File: config.mk
export PLATFORM = sky130hd
export DESIGN_NAME = bch_pipe2_top
export DESIGN_NICKNAME = d
export VERILOG_FILES = /design/src/rtl/bch_pipe2_top.sv
export SDC_FILE = /design/constraint.sdc
export NUM_CORES = 1
export LEC_CHECK = 0
export ABC_CLOCK_PERIOD_IN_PS = 11900
export CELL_PAD_IN_SITES_DETAIL_PLACEMENT = 1
export CELL_PAD_IN_SITES_GLOBAL_PLACEMENT = 2
export CORE_MARGIN = 1.5
export CORE_UTILIZATION = 40
export CTS_CLUSTER_SIZE = 28
export DETAILED_ROUTE_END_ITERATION = 10
export GPL_TIMING_DRIVEN = 0
export PLACE_DENSITY = 0.85
export RECOVER_POWER = 50
export SLEW_MARGIN = 20
export SYNTH_ARGS = -nofsm -noshare
export SYNTH_HDL_FRONTEND = slang
export SYNTH_SLANG_ARGS = --single-unit
File: constraint.sdc
create_clock -name clk -period 11.9 [get_ports clk]
set_input_delay 3.57 -clock clk [delete_from_list [all_inputs] [get_ports clk]]
set_output_delay 3.57 -clock clk [all_outputs]
set_load 0.02 [all_outputs]
File: src/rtl/bch_pipe2_top.sv
// -----------------------------------------------------------------------------
// bch_pipe2_top
//
// Purpose:
//   Two-stage pipelined BCH(15,7) decoder, t=2, over GF(2^4) with primitive
//   polynomial x^4+x+1. Codewords are systematic: message in [14:8], parity
//   in [7:0], generator g(x)=x^8+x^7+x^6+x^4+1. One word accepted per cycle,
//   no handshake, fixed latency of two clock edges.
//
//   Stage 1: syndromes S1=r(a), S3=r(a^3) computed from the input word and
//            registered together with the raw word.
//   Stage 2: inversion-less locator
//              L(x) = S1 + S1^2 x + (S3 + S1^3) x^2
//            followed by a parallel Chien search over all 15 positions.
//            The corrected word and error flag are registered.
//
// Ports:
//   clk                 in   single clock, rising edge
//   rst                 in   synchronous active-high reset, clears pipeline
//   codeword[14:0]      in   received word, bit i = coefficient of x^i
//   corrected_codeword  out  decoded word (registered)
//   error_flag          out  1 when the word had a nonzero syndrome
//
// Configuration:
//   BCH_FAIL_DETECT_EN  when defined, a decoder failure (uncorrectable
//                       syndrome pattern, or Chien root count different from
//                       the locator degree) passes the received word through
//                       unmodified. When undefined, the Chien error vector is
//                       always applied as found.
// -----------------------------------------------------------------------------
module bch_pipe2_top (
  input  logic        clk,
  input  logic        rst,
  input  logic [14:0] codeword,
  output logic [14:0] corrected_codeword,
  output logic        error_flag
);

  // ---------------------------------------------------------------------------
  // GF(16) arithmetic, polynomial basis, reduction by x^4+x+1
  // ---------------------------------------------------------------------------
  function automatic logic [3:0] gf_xtime(input logic [3:0] a);
    return {a[2:0], 1'b0} ^ (a[3] ? 4'h3 : 4'h0);
  endfunction

  function automatic logic [3:0] gf_mul(input logic [3:0] a, input logic [3:0] b);
    logic [3:0] acc;
    logic [3:0] sh;
    acc = 4'h0;
    sh  = a;
    for (int k = 0; k < 4; k++) begin
      if (b[k]) acc = acc ^ sh;
      sh = gf_xtime(sh);
    end
    return acc;
  endfunction

  // a^e for e in 0..14; e=15 folds back to a^0
  function automatic logic [3:0] alpha_pow(input logic [3:0] e);
    logic [3:0] v;
    case (e)
      4'd0:    v = 4'h1;
      4'd1:    v = 4'h2;
      4'd2:    v = 4'h4;
      4'd3:    v = 4'h8;
      4'd4:    v = 4'h3;
      4'd5:    v = 4'h6;
      4'd6:    v = 4'hC;
      4'd7:    v = 4'hB;
      4'd8:    v = 4'h5;
      4'd9:    v = 4'hA;
      4'd10:   v = 4'h7;
      4'd11:   v = 4'hE;
      4'd12:   v = 4'hF;
      4'd13:   v = 4'hD;
      4'd14:   v = 4'h9;
      default: v = 4'h1;
    endcase
    return v;
  endfunction

  // S1 = r(a): sum of a^i over set bits
  function automatic logic [3:0] syndrome1(input logic [14:0] r);
    logic [3:0] acc;
    acc = 4'h0;
    for (int i = 0; i < 15; i++) begin
      if (r[i]) acc = acc ^ alpha_pow(4'(i));
    end
    return acc;
  endfunction

  // S3 = r(a^3): sum of a^(3i mod 15) over set bits
  function automatic logic [3:0] syndrome3(input logic [14:0] r);
    logic [3:0] acc;
    acc = 4'h0;
    for (int i = 0; i < 15; i++) begin
      if (r[i]) acc = acc ^ alpha_pow(4'((3 * i) % 15));
    end
    return acc;
  endfunction

  // Parallel Chien search: bit i set when L(a^-i) == 0
  function automatic logic [14:0] chien_roots(input logic [3:0] l0,
                                              input logic [3:0] l1,
                                              input logic [3:0] l2);
    logic [14:0] roots;
    logic [3:0]  x;
    logic [3:0]  val;
    roots = 15'h0000;
    for (int i = 0; i < 15; i++) begin
      x        = alpha_pow(4'((15 - i) % 15));
      val      = l0 ^ gf_mul(l1, x) ^ gf_mul(l2, gf_mul(x, x));
      roots[i] = (val == 4'h0);
    end
    return roots;
  endfunction

`ifdef BCH_FAIL_DETECT_EN
  function automatic logic [3:0] popcount15(input logic [14:0] v);
    logic [3:0] n;
    n = 4'd0;
    for (int i = 0; i < 15; i++) begin
      n = n + {3'b000, v[i]};
    end
    return n;
  endfunction
`endif

  // ---------------------------------------------------------------------------
  // Stage 1: syndromes and raw word
  // ---------------------------------------------------------------------------
  logic [3:0]  s1_d;
  logic [3:0]  s3_d;
  logic [3:0]  s1_q;
  logic [3:0]  s3_q;
  logic [14:0] word_q;

  always_comb begin
    s1_d = syndrome1(codeword);
    s3_d = syndrome3(codeword);
  end

  always_ff @(posedge clk) begin
    if (rst) begin
      s1_q   <= 4'h0;
      s3_q   <= 4'h0;
      word_q <= 15'h0000;
    end else begin
      s1_q   <= s1_d;
      s3_q   <= s3_d;
      word_q <= codeword;
    end
  end

  // ---------------------------------------------------------------------------
  // Stage 2: locator, Chien search, correction
  // ---------------------------------------------------------------------------
  logic [3:0]  s1_sq;
  logic [3:0]  s1_cu;
  logic [3:0]  lam0;
  logic [3:0]  lam1;
  logic [3:0]  lam2;
  logic [14:0] roots;
  logic [14:0] err_vec;
  logic [14:0] applied_vec;
  logic        syn_nonzero;

  always_comb begin
    s1_sq       = gf_mul(s1_q, s1_q);
    s1_cu       = gf_mul(s1_sq, s1_q);
    lam0        = s1_q;
    lam1        = s1_sq;
    lam2        = s3_q ^ s1_cu;
    roots       = chien_roots(lam0, lam1, lam2);
    syn_nonzero = (s1_q != 4'h0) || (s3_q != 4'h0);
    // With S1=0 the locator degenerates (all-zero or S3*x^2), so no position
    // can be a genuine error location; mask the search result.
    err_vec     = (s1_q != 4'h0) ? roots : 15'h0000;
  end

`ifdef BCH_FAIL_DETECT_EN
  logic [3:0] root_count;
  logic [3:0] lam_degree;
  logic       uncorrectable;
  logic       decode_fail;

  always_comb begin
    root_count    = popcount15(err_vec);
    lam_degree    = (lam2 != 4'h0) ? 4'd2 : 4'd1;
    uncorrectable = (s1_q == 4'h0) && (s3_q != 4'h0);
    decode_fail   = uncorrectable ||
                    ((s1_q != 4'h0) && (root_count != lam_degree));
    applied_vec   = decode_fail ? 15'h0000 : err_vec;
  end
`else
  always_comb begin
    applied_vec = err_vec;
  end
`endif

  always_ff @(posedge clk) begin
    if (rst) begin
      corrected_codeword <= 15'h0000;
      error_flag         <= 1'b0;
    end else begin
      corrected_codeword <= word_q ^ applied_vec;
      error_flag         <= syn_nonzero;
    end
  end

endmodule

# Word-level counts from Yosys, hierarchy flattened
# Index checks and enable logic that the tools add are counted.
classes:
  muxes: 75
  n_bitwise: 97
  n_reduce_logical: 18
ops:
  columns: ["operator", "count"]
  rows:
  - ["4-bit XOR", 91]
  - ["4-bit two-way mux", 64]
  - ["4-bit zero test", 15]
  - ["4-bit by 2-bit XOR with 4-bit output", 5]
  - ["2-bit two-way mux", 9]
  - ["15-bit two-way mux", 1]
  - ["15-bit XOR", 1]
  - ["4-bit nonzero test", 2]
  - ["1-bit logical OR", 1]
  - ["1-bit two-way mux", 1]
word_totals:
  reg_bits: 39
  input_bits: 17
  output_inout_bits: 16
  wordCells: 195

# Depth between registers and ports, before layout
# Gate-level depths: netlist (run 1).
logic_depth:
  depth_word: 29
  ltp_mapped: 21

# Worst setup path after synthesis (run 1)
# OpenSTA, ideal clock, no wires.
synth_timing:
  path_kind: "reg2reg"
  startpoint: "register s1_q[2] (netlist: lam0[2])"
  endpoint: "register corrected_codeword[10]"
  setup_ns: 0.123
  arrival_ns: 4.738
  required_ns: 11.777
  slack_ns: 7.039
  stages_incl_launch_ff: 20
  synth_period_minus_slack_ns: 4.861
  cell_sequence: "dfxtp_1 -> clkbuf_1 -> inv_1 -> clkbuf_1 -> ha_1 -> nand2_1 -> xor3_1 -> buf_2 -> buf_4 -> inv_1 -> ha_1 -> xor2_1 -> nand2_1 -> nor2_1 -> a221o_1 -> o22ai_4 -> xnor2_1 -> or4_1 -> a211o_1 -> mux2_1"
synth_via:
  elab_chain_cells: 23
  word_cells_on_any_way: 38
synth_rtl:
  columns: ["item", "line", "source"]
  rows:
  - ["start, declared", "134", "logic [3:0] s1_q;"]
  - ["start signal, assigned", "145", "s1_q <= 4'h0;"]
  - ["start signal, assigned", "149", "s1_q <= s1_d;"]
  - ["4-bit by 2-bit XOR with 4-bit output or 4-bit two-way mux (tied branches)", "43, 52", null]
  - ["4-bit XOR or 2-bit two-way mux (tied branches)", "52, 43", null]
  - ["4-bit two-way mux or 4-bit by 2-bit XOR with 4-bit output (tied branches)", "52, 43", null]
  - ["4-bit XOR", "52", "if (b[k]) acc = acc ^ sh;"]
  - ["4-bit two-way mux", "52", null]
  - ["4-bit XOR", "52", null]
  - ["4-bit two-way mux", "52", null]
  - ["4-bit two-way mux (tied with other cells)", "52", null]
  - ["[7 not listed]", null, null]
  - ["2-bit two-way mux (tied with other cells)", "43", "return {a[2:0], 1'b0} ^ (a[3] ? 4'h3 : 4'h0);"]
  - ["4-bit XOR or 2-bit two-way mux (tied branches)", "43", null]
  - ["4-bit XOR (on tied branches)", null, null]
  - ["4-bit XOR", null, null]
  - ["4-bit XOR", "112", "val = l0 ^ gf_mul(l1, x) ^ gf_mul(l2, gf_mul(x, x));"]
  - ["4-bit zero test", "113", "roots[i] = (val == 4'h0);"]
  - ["15-bit two-way mux *", "178", "err_vec = (s1_q != 4'h0) ? roots : 15'h0000;"]
  - ["15-bit XOR *", "206", "corrected_codeword <= word_q ^ applied_vec;"]
  - ["end signal, assigned", "206", null]
  - ["end, declared", "35", "output logic [14:0] corrected_codeword,"]
# Every way passes the cells marked *; elsewhere a longest branch is shown, timed or not.
# A chain may end at the register's enable or synchronous reset.

# Worst setup path after layout (run 1)
layout_timing:
  startpoint: "register s1_q[2] (netlist: lam0[2])"
  endpoint: "register corrected_codeword[6]"
layout_via:
  elab_chain_cells: 24
  word_cells_on_any_way: 38
layout_rtl:
  columns: ["item", "line"]
  rows:
  - ["4-bit by 2-bit XOR with 4-bit output", "43"]
  - ["4-bit XOR", "52"]
  - ["4-bit two-way mux", "52"]
  - ["4-bit XOR", "52"]
  - ["4-bit two-way mux", "52"]
  - ["4-bit XOR", "52"]
  - ["4-bit two-way mux", "52"]
  - ["2-bit two-way mux", "43"]
  - ["[8 not listed]", null]
  - ["4-bit XOR", "43"]
  - ["4-bit XOR", null]
  - ["2-bit two-way mux", "43"]
  - ["4-bit by 2-bit XOR with 4-bit output", "43"]
  - ["4-bit XOR", "112"]
  - ["4-bit zero test", "113"]
  - ["15-bit two-way mux *", "178"]
  - ["15-bit XOR *", "206"]
# Marked as above.

==> results of run 1 <==
area by class of cell:
type | instances | area, um^2
Fill cell | 1158 | 5100
Multi-Input combinational cell | 364 | 3020
Sequential cell | 39 | 781
Timing Repair Buffer | 32 | 320
Tap cell | 133 | 166
Buffer | 26 | 121
Clock buffer | 5 | 68.8
Clock inverter | 2 | 37.5
Inverter | 7 | 26.3
through the flow:
step                      std cells  area [um^2]
after floorplan                 436         3940
after CTS                       608         4530
after global placement          601         4420
after detailed placement        601         4420
after global routing            608         4540
final                           608         4540
tightest hold or removal path, stage by stage (launching register included):
cell and delay, ps:
sky130_fd_sc_hd__dfxtp_1 330, sky130_fd_sc_hd__xnor2_1 70, sky130_fd_sc_hd__nor2_1 70
layer usage:
metal	vias to the layer above	GRT usage [%]	wire length (um)	part of all wire, %
met5	-	0	0	0
met4	0	2.74	117	1.1
met3	13	2.60	264	2.4
met2	49	38.2	5350	49
met1	1518	31.0	5160	47
li1	1521	-	-	-
state kept, by name, indices dropped and copies added, names as in the netlist:
register            flops
s3_q                    4
error_flag              1
lam0                    4
word_q                 15
corrected_codeword     15
how the worst max path moves through the flow:
stage	startpoint	endpoint	slack [ps]	cells after the start
global placement	lam0[2]$_SDFF_PP0_	corrected_codeword[6]$_SDFF_PP0_	5850	19
finish	lam0[2]$_SDFF_PP0_	corrected_codeword[6]$_SDFF_PP0_	5820	19
global route	lam0[2]$_SDFF_PP0_	corrected_codeword[6]$_SDFF_PP0_	5420	19
detailed placement	lam0[2]$_SDFF_PP0_	corrected_codeword[6]$_SDFF_PP0_	5780	19
floorplan	lam0[2]$_SDFF_PP0_	corrected_codeword[10]$_SDFF_PP0_	7040	19
CTS	lam0[2]$_SDFF_PP0_	corrected_codeword[6]$_SDFF_PP0_	5750	19
cells by family (layout without fill, tap and decap cells):
group | after synthesis | after routing | synth area share (%)
multiplexers | 26 | 26 | 7.37
adder cells (fa/ha/maj) | 7 | 7 | 2.22
buffers and inverters | 33 | 72 | 3.75
AND/OR/NAND/NOR | 128 | 128 | 16.8
AO/OA/AOI/OAI | 33 | 33 | 6.77
XOR/XNOR | 170 | 170 | 43.2
flip-flops | 39 | 39 | 19.8
layout by cell type (no fill, tap or decap), drive strengths merged, types with 6 or more instances in the layout:
cell	instances
xnor3	7
a21oi	6
clkdlybuf4s50	15
clkbuf	19
dlygate4sd3	17
buf	12
nand2	15
nor4	10
xnor2	125
mux2i	12
dfxtp	39
xor2	37
ha	7
nor2b	27
nor2	40
mux2	14
nand4	6
inv	7
==> metrics.md, run 1 <==
| Metric | Value |
|---|---|
| Worst setup slack before clock tree synthesis | 5780 ps |
| Post-CTS setup-driven buffer insertion count | 0 |
| Kind of start point of the critical path | register |
| WS Path Type | reg2reg |
| Crit path DAT | 6260 ps |
| Number of antenna violations at the first check in global routing | 0 |
| DRC | 0 |
| Minimum setup slack in the final design | 5820 ps |
| RSZ-0062 raised after global routing | no |
| Number of cells traversed by the worst hold path | 2 |
| Number of top-level pins | 33 |
| Buffer depth of the longest clock path | 2 |
| Terminus of the critical flop-to-flop path | corrected_codeword[6]$_SDFF_PP0_ |
| Die Y-Extent | 102 um |
| Routability Congestion | 0.829 |
| Final setup skew | 9.86 ps |
| Post-detailed-routing wire length | 10900 um |
| Width of the chip | 102 um |
| Total overflow reported by the global router | 0 |
| Critical path data required time | 12080 ps |
| Remaining max-slew budget at the tightest pin | 35.0% |
| Register clock-pin slew on the reported worst setup and hold paths | 70 ps |
| Worst-Margin Slew | 968 ps |
| Max-cap check violation count | 0 |
| Clk Latency, worst-skew pair | 290 ps |
| Initial Util | 40.8% |
| DRT iter0 DRCs | 111 |
| Count of input and output buffers | 32 |
| Wire length of the first global-routing pass | 17700 um |
| Startpoint of the tightest hold check path | word_q[8]$_SDFF_PP0_ |
| Type of the worst min-delay path | reg2reg |
| Resize count post-CTS | 0 |
| Final-report setup violation count | 0 |
| Post-synthesis register bit count | 39 |
| Mapped Nets | 460 |
| Area growth syn-to-layout | 15.3% |
| Number of different library cells in the post-synthesis netlist | 58 |
| Number of enable flip-flop cells after synthesis | 0 |
| Number of antenna cells inserted | 0 |
| Count of antenna-violating nets left after detailed routing | 0 |
| Fraction of layout cells with a size suffix above 1 | 10.7% |
| Fraction of registers with async set/reset | 0% |
| R2r startpoint | lam0[2]$_SDFF_PP0_ |
| Maximum number of pins on one net before global-route repair | 13 |
| Htree depth | 2 |
| Row Count | 36 |
| Dominant delay contributor by cell family on the critical path | XOR/XNOR gates |
| Hold_ws | 509 ps |
| Post-Synthesis Cell Area | 3940 um^2 |
| Final hold violation count | 0 |
| CTS tree | built |
| Capturing element type of the critical path | register |
| Result of the run | finished, final reports clean |
| Total global-route track usage | 22.3% |
| Max FO, Critical Path | 11 |
| Total negative slack | 0 ps |
| TritonRoute pass-1 iters | 4 |
| Most frequently used cell type in the post-synthesis netlist | sky130_fd_sc_hd__xnor2_1 |
| Maximum clock frequency | 164 MHz |
| CTS Hold Bufs | 0 |
| Sequential area share after synthesis | 19.8% |
| Worst-path cell chain | clkbuf_1 > inv_1 > clkbuf_1 > ha_1 > nand2_1 > xor3_1 > buf_2 > buf_4 > inv_1 > ha_1 > xor2_1 > a21oi_1 > mux2i_1 > o22ai_4 > xnor2_1 > xor2_1 > nand4_1 > a31oi_1 > mux2_2 |
| Share of the clock period used by the worst path | 51.1% |
| Gate count after technology mapping | 436 |
| Cell type with the largest total area after synthesis | sky130_fd_sc_hd__xnor2_1 |
| Prevailing post-synth register cell | sky130_fd_sc_hd__dfxtp_1 |
| Worst path max stage delay | 810 ps |
| Utilization after layout | 47.1% |
| Leading cell types by total area after synthesis | sky130_fd_sc_hd__xnor2_1 26%, sky130_fd_sc_hd__dfxtp_1 20%, sky130_fd_sc_hd__xor2_1 7.8% |
| Clock buffers created by TritonCTS | 5 |
| Final min period | 6080 ps |
| Synth warn | 0 |
| Root buf cell | sky130_fd_sc_hd__clkbuf_8 |
| Buf/Inv on CP | 6 |
| Clock Sinks | 39 |
| Sink of the worst hold path | corrected_codeword[8]$_SDFF_PP0_ |
| Placeable core area | 9640 um^2 |
| Area share of the largest cell type after synthesis | 26.2% |
| Half-perimeter wire length after detailed placement | 8320 um |
| Vias per std cell | 5.10 |
| Avg Cell Area, Syn | 9.03 um^2 |
| Critical path's slowest cell | sky130_fd_sc_hd__xnor2_1 |
| Nets@finish | 499 |
| Via count of the routed design | 3101 |
| Register-to-Register Setup Slack | 5820 ps |
| Number of cells traversed by the worst register-to-register path | 19 |
| Mean routed wirelength per cell | 17.9 um |
| Commonest cells post-synth | 118 x sky130_fd_sc_hd__xnor2_1, 39 x sky130_fd_sc_hd__dfxtp_1, 39 x sky130_fd_sc_hd__nor2_1 |
| Die ar. | 10400 um^2 |
| Number of max-slew violations in the final report | 0 |
| Via count of the first global-routing pass | 3242 |
Power of run 1 is left out: the tool's default activity adds up to more than one toggle a clock period on the data nets, which glitch-free logic cannot reach.
==> run 2, diff against run 1 <==
Settings changed: ABC_CLOCK_PERIOD_IN_PS 11900 to 5500, CORE_UTILIZATION 40 to 34, PLACE_DENSITY 0.85 to 0.76.
Clock period 11.9 ns to 5.5 ns, I/O delays scaled along.
==> metrics.md, run 2 (synthesis results as in run 1) <==
| Metric | Value |
|---|---|
| Area of all placed cells without fillers | 4850 um^2 (was 4540 um^2) |
| Crit path DAT | 5430 ps (was 6260 ps) |
| Most frequent standard cell in the layout excluding fill and tap cells | sky130_fd_sc_hd__xnor2_1 (unchanged) |
| Count of input and output buffers | 32 (unchanged) |
| Most frequent cells in the layout | 117 x sky130_fd_sc_hd__xnor2_1, 39 x sky130_fd_sc_hd__nor2_1, 38 x sky130_fd_sc_hd__dfxtp_1 (was 117 x sky130_fd_sc_hd__xnor2_1, 39 x sky130_fd_sc_hd__nor2_1, 39 x sky130_fd_sc_hd__dfxtp_1) |
| Row Count | 39 (was 36) |
| Crit. path cell count | 20 (was 19) |
| Nets@finish | 510 (was 499) |
| Result of the run | finished, final reports clean (unchanged) |
| Crit path from | lam0[3]$_SDFF_PP0_ (was lam0[2]$_SDFF_PP0_) |
| Worst-path cell chain | clkbuf_4 > clkinvlp_4 > ha_1 > nand2_1 > xor3_1 > clkbuf_4 > buf_4 > inv_1 > ha_1 > xor2_2 > nand2_2 > nor2_1 > a221o_1 > o22ai_4 > buf_12 > buf_4 > xnor2_1 > or3_1 > a2111oi_2 > mux2_2 (was clkbuf_1 > inv_1 > clkbuf_1 > ha_1 > nand2_1 > xor3_1 > buf_2 > buf_4 > inv_1 > ha_1 > xor2_1 > a21oi_1 > mux2i_1 > o22ai_4 > xnor2_1 > xor2_1 > nand4_1 > a31oi_1 > mux2_2) |
| Final setup skew | 5.81 ps (was 9.86 ps) |
| Count of antenna-violating nets left after detailed routing | 0 (unchanged) |
| Total overflow reported by the global router | 0 (unchanged) |
| Max-cap check violation count | 0 (unchanged) |
| Total negative slack | 0 ps (unchanged) |
| Initial Util | 34.6% (was 40.8%) |
| Number of max-slew violations in the final report | 0 (unchanged) |
| WS Path Type | reg2reg (unchanged) |
| Worst path max stage delay | 530 ps (was 810 ps) |
| Wire length of the first global-routing pass | 18300 um (was 17700 um) |
| Number of top-level pins | 33 (unchanged) |
| Clock buffers created by TritonCTS | 5 (unchanged) |
| Clk Latency, worst-skew pair | 280 ps (was 290 ps) |
| Htree depth | 2 (unchanged) |
| Width of the chip | 111 um (was 102 um) |
| Kind of start point of the critical path | register (unchanged) |
| Maximum number of pins on one net before global-route repair | 14 (was 13) |
| Number of antenna violations at the first check in global routing | 0 (unchanged) |
| Number of antenna cells inserted | 0 (unchanged) |
| Number of cells traversed by the worst register-to-register path | 20 (was 19) |
| Die Y-Extent | 111 um (was 102 um) |
| Half-perimeter wire length after detailed placement | 8750 um (was 8320 um) |
| Clock Sinks | 39 (unchanged) |
| Register clock-pin slew on the reported worst setup and hold paths | 60 ps (was 70 ps) |
| Worst-Margin Slew | 1190 ps (was 968 ps) |
| Placeable core area | 11400 um^2 (was 9640 um^2) |
| Final min period | 5260 ps (was 6080 ps) |
| Maximum clock frequency | 190 MHz (was 164 MHz) |
| Buf/Inv on CP | 7 (was 6) |
| Type of the worst min-delay path | reg2reg (unchanged) |
| Register-to-Register Setup Slack | 240 ps (was 5820 ps) |
| Area growth syn-to-layout | 23.1% (was 15.3%) |
| RSZ-0062 raised after global routing | no (unchanged) |
| Final hold violation count | 0 (unchanged) |
| Routability Congestion | 0.858 (was 0.829) |
| Die ar. | 12200 um^2 (was 10400 um^2) |
| Capturing element type of the critical path | register (unchanged) |
| Remaining max-slew budget at the tightest pin | 20.4% (was 35.0%) |
| Critical path data required time | 5670 ps (was 12080 ps) |
| Mean routed wirelength per cell | 18.1 um (was 17.9 um) |
| DRT iter0 DRCs | 96 (was 111) |
| Critical path capture point | corrected_codeword[5]$_SDFF_PP0_ (was corrected_codeword[6]$_SDFF_PP0_) |
| Largest registers | corrected_codeword (15), word_q (15) (unchanged) |
| Max FO, Critical Path | 10 (was 11) |
| CTS tree | built (unchanged) |
| Total global-route track usage | 19.0% (was 22.3%) |
| Buffer depth of the longest clock path | 2 (unchanged) |
| Post-detailed-routing wire length | 11400 um (was 10900 um) |
| TritonRoute pass-1 iters | 4 (unchanged) |
| Via count of the routed design | 3166 (was 3101) |
| Vias per std cell | 5.03 (was 5.10) |
| R2r startpoint | lam0[3]$_SDFF_PP0_ (was lam0[2]$_SDFF_PP0_) |
| Utilization after layout | 42.6% (was 47.1%) |
| Final-report setup violation count | 0 (unchanged) |
| Via count of the first global-routing pass | 3306 (was 3242) |
| Fraction of layout cells with a size suffix above 1 | 16.4% (was 10.7%) |
| Share of the clock period used by the worst path | 95.7% (was 51.1%) |
| Area of placed instances | 4440 um^2 (was 4420 um^2) |
| DRC | 0 (unchanged) |
| Dominant delay contributor by cell family on the critical path | buffers and inverters (was XOR/XNOR gates) |
| Root buf cell | sky130_fd_sc_hd__clkbuf_16 (was sky130_fd_sc_hd__clkbuf_8) |
| Terminus of the critical flop-to-flop path | corrected_codeword[5]$_SDFF_PP0_ (was corrected_codeword[6]$_SDFF_PP0_) |
| Critical path's slowest cell | sky130_fd_sc_hd__a2111oi_2 (was sky130_fd_sc_hd__xnor2_1) |
## run 2: changes by cell type in the layout (fill, tap and decap cells not counted), moves of 3 or more
cell	change
sky130_fd_sc_hd__buf_4	+12
sky130_fd_sc_hd__clkbuf_1	-4
sky130_fd_sc_hd__clkbuf_16	+5
sky130_fd_sc_hd__clkbuf_8	-5
sky130_fd_sc_hd__nor4_1	-4
sky130_fd_sc_hd__nor4_2	+3
## run 2: how the worst min path moves through the flow
stage | start | endpoint | slack [ps] | depth (start not counted)
after global routing | word_q[14]$_SDFF_PP0_ | corrected_codeword[14]$_SDFF_PP0_ | 530 | 2
after floorplan | word_q[0]$_SDFF_PP0_ | corrected_codeword[0]$_SDFF_PP0_ | 460 | 2
after detailed placement | word_q[8]$_SDFF_PP0_ | corrected_codeword[8]$_SDFF_PP0_ | 490 | 2
after CTS | word_q[8]$_SDFF_PP0_ | corrected_codeword[8]$_SDFF_PP0_ | 510 | 2
final | word_q[8]$_SDFF_PP0_ | corrected_codeword[8]$_SDFF_PP0_ | 500 | 2
after global placement | word_q[8]$_SDFF_PP0_ | corrected_codeword[8]$_SDFF_PP0_ | 480 | 2
## run 2: what timing repair did
| action | CTS | global route |
|---|---|---|
| pin swaps | 1 | 4 |
| setup buffers | 5 | 9 |
| endpoints found under the setup margin | 14 | 13 |
| gates resized for setup | 10 | 13 |
| hold buffers | 0 | 0 |
## run 2: final cells by class
class / instances / area [um^2]
repair buffers: 46 / 450
clock buffers: 5 / 125
plain buffers: 23 / 116
fillers: 1336 / 6520
well taps: 143 / 179
flip-flops and latches: 39 / 782
clock inverters: 3 / 43.8
inverters: 7 / 30.0
multi-input cells: 364 / 3120
## run 2: through the flow
stage                     worst slack (ps)  std cells  hold slack [ps]
after CTS                             40.9        621              508
after global placement                -630        611              484
after detailed placement              -609        611              486
after global routing                  15.6        630              533
after floorplan                        639        436              458
final                                  238        630              499
## run 2: metal layers
metal,wire length [um],global-route usage [%],share of wire [%]
met1,5150,24.9,45
met2,5780,33.6,51
met3,302,1.92,2.6
met4,182,4.79,1.6
met5,0,0,0
## run 2: tightest hold or removal path, cell delays in order, from the launching register on
cell and delay [ps]:
sky130_fd_sc_hd__dfxtp_1 320, sky130_fd_sc_hd__xnor2_1 70, sky130_fd_sc_hd__nor2_1 70
Power of run 2 is left out for the same reason.
